### src/rtl/cavlc_bit_buffer.sv
// CAVLC coeff_token bitstream front end: 64-bit MSB-first shift buffer with a 16-bit peek window.
// Optional byte-align consume is compiled in with `define CAVLC_BYTE_ALIGN_EN.
module cavlc_bit_buffer (
  input  logic        Clk,
  input  logic        nReset,
  input  logic [31:0] InData,
  input  logic        InValid,
  output logic        InReady,
  output logic [15:0] Window,
  output logic        WindowValid,
  input  logic        ShiftEn,
  input  logic [4:0]  Shift,
  input  logic        Flush,
`ifdef CAVLC_BYTE_ALIGN_EN
  input  logic        AlignEn,
`endif
  output logic [6:0]  Level,
  output logic [31:0] BitCount,
  output logic        Error
);

  localparam int IN_W  = 32;
  localparam int WIN_W = 16;
  localparam int BUF_W = 64;

  logic [BUF_W-1:0] buf_r;
  logic [6:0]       level_r;
  logic [31:0]      bit_count_r;
  logic             error_r;
  logic             win_valid_r;
  logic             in_ready_r;

  logic [4:0]       consume_s;
  logic             illegal_s;
  logic             accept_s;
  logic [6:0]       level_shift_s;
  logic [6:0]       level_next_s;
  logic [BUF_W-1:0] buf_shift_s;
  logic [BUF_W-1:0] buf_next_s;
`ifdef CAVLC_BYTE_ALIGN_EN
  logic [2:0]       align_amt_s;
`endif

  // Consume request validation, shift-then-append next-state computation.
  always_comb begin
    consume_s = 5'd0;
    illegal_s = 1'b0;
`ifdef CAVLC_BYTE_ALIGN_EN
    align_amt_s = 3'd0 - bit_count_r[2:0];
    if (AlignEn && ShiftEn) begin
      illegal_s = 1'b1;
    end else if (AlignEn) begin
      if (level_r >= {4'd0, align_amt_s}) begin
        consume_s = {2'd0, align_amt_s};
      end else begin
        illegal_s = 1'b1;
      end
    end else if (ShiftEn) begin
`else
    if (ShiftEn) begin
`endif
      if ((level_r >= 7'd16) && (Shift <= 5'd16)) begin
        consume_s = Shift;
      end else begin
        illegal_s = 1'b1;
      end
    end else begin
      consume_s = 5'd0;
    end

    level_shift_s = level_r - {2'd0, consume_s};
    buf_shift_s   = buf_r << consume_s;
    accept_s      = InValid && in_ready_r;
    // Unfilled bits are always zero, so the new word can simply be OR-ed in at the post-shift fill.
    if (accept_s) begin
      buf_next_s   = buf_shift_s | ({InData, {(BUF_W-IN_W){1'b0}}} >> level_shift_s);
      level_next_s = level_shift_s + 7'd32;
    end else begin
      buf_next_s   = buf_shift_s;
      level_next_s = level_shift_s;
    end
  end

  // Buffer state; window/ready flags are registered from the next fill level.
  always_ff @(posedge Clk or negedge nReset) begin
    if (!nReset) begin
      buf_r       <= {BUF_W{1'b0}};
      level_r     <= 7'd0;
      bit_count_r <= 32'd0;
      error_r     <= 1'b0;
      win_valid_r <= 1'b0;
      in_ready_r  <= 1'b1;
    end else if (Flush) begin
      buf_r       <= {BUF_W{1'b0}};
      level_r     <= 7'd0;
      error_r     <= 1'b0;
      win_valid_r <= 1'b0;
      in_ready_r  <= 1'b1;
    end else begin
      buf_r       <= buf_next_s;
      level_r     <= level_next_s;
      bit_count_r <= bit_count_r + {27'd0, consume_s};
      error_r     <= error_r | illegal_s;
      win_valid_r <= (level_next_s >= 7'd16);
      in_ready_r  <= (level_next_s <= 7'd32);
    end
  end

  assign Window      = buf_r[BUF_W-1 -: WIN_W];
  assign WindowValid = win_valid_r;
  assign InReady     = in_ready_r;
  assign Level       = level_r;
  assign BitCount    = bit_count_r;
  assign Error       = error_r;

endmodule
### config.mk
export PLATFORM = sky130hd
export DESIGN_NAME = cavlc_bit_buffer
export DESIGN_NICKNAME = d
export VERILOG_FILES = /design/src/rtl/cavlc_bit_buffer.sv
export SDC_FILE = /design/constraint.sdc
export NUM_CORES = 1
export LEC_CHECK = 0
export CORE_MARGIN = 2
export CORE_UTILIZATION = 30
export DETAILED_ROUTE_END_ITERATION = 6
export DONT_BUFFER_PORTS = 1
export PLACE_DENSITY = 0.51
export SYNTH_ARGS = -nofsm -noshare
export SYNTH_HDL_FRONTEND = slang
export SYNTH_SLANG_ARGS = --single-unit
### constraint.sdc
create_clock -name Clk -period 4.1 [get_ports Clk]
set_input_delay 0.82 -clock Clk [delete_from_list [all_inputs] [get_ports Clk]]
set_output_delay 0.82 -clock Clk [all_outputs]
set_load 0.1 [all_outputs]
==> summary.md, run 1 <==
| Metric | Value |
|---|---|
| Htree depth | `3` |
| CP max FO | `28` |
| Max cap viols | `0` |
| Routed Antenna Nets | `0` |
| Sw Ratio | `0.563` |
| Combinational power share | `0.718` |
| Max Clock Skew | `0.0163 ns` |
| First-pass GRT wire length | `70200 µm` |
| CTS tree | `built` |
| WL per Instance | `24.9 µm` |
| Post-synth design cell area | `10800 µm²` |
| Total CTS buffers | `9` |
| Cts-stage hold buffer count | `0` |
| Worst Tran Pin Value | `1.24 ns` |
| Clock buffer depth | `2` |
| Area Overhead vs Synth | `14.0%` |
| Pre-antenna DRT Iters | `6` |
| Setup Buffers After CTS | `0` |
| RSZ-0062 raised after global routing | `false` |
| CTS sink count | `106` |
| Critical Path RT | `4.33 ns` |
| Post-DP HPWL | `34400 µm` |
| CP arrival | `4.29 ns` |
| Psw | `0.00631 W` |
| Cell Rows | `69` |
| Syn_nets | `1397` |
| Vias in the first global route | `10800` |
| Syn Area/Cell | `8.07 µm²` |
| Status | `completed` |
| Final WL | `45900 µm` |
| Layout cell share with drive strength beyond 1 | `0.200` |
| Post-synth ARST share | `1.00` |
| Antenna violations before repair | `0` |
| Hold Violations, Final | `0` |
| Total GRT Usage | `0.240` |
| Reg area | `2660 µm²` |
| Clock network power share | `0.085` |
| Min-Delay Path Class | `in2async` |
| Core area | `35600 µm²` |
| Reg2Reg Depth | `13` |
| Placed Cells | `1823` |
| Commonest non-fill, non-tap cell in the layout | `buf_4` |
| Yosys cell types | `78` |
| Fin cells | `1839` |
| Number of gates resized after CTS | `0` |
| Die width | `194 µm` |
| Fmax | `0.246 GHz` |
| Main synth FF type | `dfrtp_1` |
| Diode count | `0` |
| Clk_lat worst skew | `0.38 ns` |
| Via/cell ratio | `6.04` |
| Worst-path clk slew | `0.10 ns` |
| Pin count of the biggest net entering global routing | `110` |
| Vias | `11100` |
| Die height | `194 µm` |
| CTS root buf | `clkbuf_16` |
| Post-Synthesis Cells | `1343` |
| Final setup viols | `0` |
| Tmin final | `4.07 ns` |
| Area occupied by multi-input gates | `7550 µm²` |
| Slew Limit Fails | `0` |
| Crit start category | `flop` |
| Highest-count cells in the layout ignoring fill and taps | `buf_4 (148), nand2_1 (143), mux2i_1 (127), a21oi_1 (104), dfrtp_1 (102)` |
| Power Internal | `0.00490 W` |
| Critical path class | `reg2reg` |
| Initial Utilization | `0.305` |
| I/O pin cnt | `100` |
| Worst ir drop on vdd | `0.365 mV` |
| Power density cells | `907 nW/µm²` |
| Relative slew slack | `0.169` |
| Setup crit end kind | `flop` |
| Residual DRC | `0` |
| Sequential share of the synthesized area | `0.245` |
| Yosys reg bits | `106` |
| Final-stage net count | `1427` |
| RD Place Congestion | `0.924` |
| Leak Pwr | `5.42 nW` |
| Count of input and output buffers | `0` |
| Final Cycle Share | `0.992` |
| Sequential Power Share | `0.197` |
| Fillers | `3771` |
| Post-layout util | `0.347` |
| 1st-iter DRT viols | `1377` |
| Post-synth EDFFs | `0` |
| Synth warnings | `0` |
| Total negative slack | `0 ns` |
| Die area | `37700 µm²` |
| Grt total ovfl | `0` |
[synth_stat cells, types with 9 or more instances]
master,instances,share of area
a211o_1,9,0.0073
a211oi_1,20,0.014
a21oi_1,104,0.048
a22oi_1,60,0.042
a31oi_1,15,0.0087
a32oi_1,10,0.0081
and2_1,16,0.0092
and3_1,12,0.0069
buf_2,54,0.025
buf_4,19,0.013
clkbuf_1,49,0.017
dfrtp_1,105,0.24
ha_1,10,0.012
inv_1,16,0.0055
mux2_2,58,0.060
mux2i_1,127,0.12
mux4_2,11,0.023
nand2_1,144,0.050
nand3_1,39,0.018
nor2_1,87,0.030
nor3_1,31,0.014
o211ai_1,30,0.021
o21ai_0,79,0.036
o21ai_1,19,0.0088
o22ai_1,13,0.0075
or3_1,33,0.019
xnor2_1,20,0.016
xor2_1,16,0.013
[critical path, cell delays in order (launching register included)]
cell      delay [ns]
dfrtp_2         0.44
or3_1           0.42
buf_4           0.27
and2_2          0.25
inv_2           0.09
ha_1            0.30
nand2b_1        0.15
a21oi_1         0.42
buf_4           0.21
xnor2_2         0.13
buf_4           0.36
nor3_1          0.10
a221o_1         0.33
o22ai_1         0.43
[per-layer routing]
| layer | wire length (µm) | global-route usage | vias to the layer above |
|---|---|---|---|
| met5 | 0 | 0 | - |
| met4 | 1410 | 0.0774 | 0 |
| met3 | 3770 | 0.0468 | 70 |
| met2 | 20200 | 0.366 | 546 |
| met1 | 20500 | 0.340 | 5417 |
| li1 | - | - | 5070 |
[registers in the layout, indices dropped and copies added, names as in the netlist]
| register | count |
|---|---|
| buf_r | 64 |
| InReady | 1 |
| Error | 1 |
| BitCount | 32 |
| WindowValid | 1 |
| Level | 7 |
[through the flow]
| step | cell area (µm²) | hold slack (ns) | setup slack (ns) | power (W) |
|---|---|---|---|---|
| final | 12400 | 0.131 | 0.0345 | 0.0112 |
| after global routing | 12400 | 0.123 | 0.00865 | 0.0118 |
| after CTS | 12300 | 0.126 | 0.124 | 0.0110 |
| after detailed placement | 12000 | 0.534 | -0.0120 | 0.0100 |
| after global placement | 12000 | 0.537 | -0.0314 | 0.0101 |
| after floorplan | 10900 | 0.524 | -0.0181 | 0.00691 |
[power groups by stage]
stage | logic [W] | registers (W) | clock network (W)
CTS | 0.00787 | 0.00218 | 0.000968
global placement | 0.00786 | 0.00221 | 0
detailed placement | 0.00784 | 0.00221 | 0
floorplan | 0.00487 | 0.00204 | 0
finish | 0.00805 | 0.00220 | 0.000953
global route | 0.00851 | 0.00224 | 0.00101
[worst paths after layout]
path | from | slack, ns | end
min reg2reg | BitCount[0] | 0.66 | BitCount[0]
max | Level[5] | 0.03 | buf_r[42]
max reg2reg | Level[5] | 0.03 | buf_r[42]
max in group asynchronous | nReset | 3.68 | BitCount[18]
min in group Clk | Flush | 0.54 | buf_r[60]
min | nReset | 0.13 | buf_r[22]
[kinds of logic (layout without fill, tap and decap cells)]
kind of cell               Yosys count  in the layout  synth area share
xor gates and xnor gates            36             36            0.0291
adders and majority gates           12             12            0.0152
muxes                              201            201             0.206
and+or+nand+nor                    410            410             0.181
DFF                                106            106             0.245
buffers and inverters              154            189            0.0682
AOI/OAI and AO/OA                  424            424             0.256
[layout make-up]
| type | instances | share of cell area |
|---|---|---|
| clock buffers | 9 | 0.0182 |
| flip-flops and latches | 106 | 0.215 |
| clock inverters | 7 | 0.00628 |
| well taps | 461 | 0.0467 |
| repair buffers | 152 | 0.0964 |
| multi-input cells | 1083 | 0.611 |
| inverters | 21 | 0.00638 |
Note: power is estimated with default switching activity, not from simulation.
==> inputs of run 2 (changes only) <==
- ABC_CLOCK_PERIOD_IN_PS: default -> 4100
==> results of run 2 <==
Final layout, timing and power as in run 1 (identical DEF).
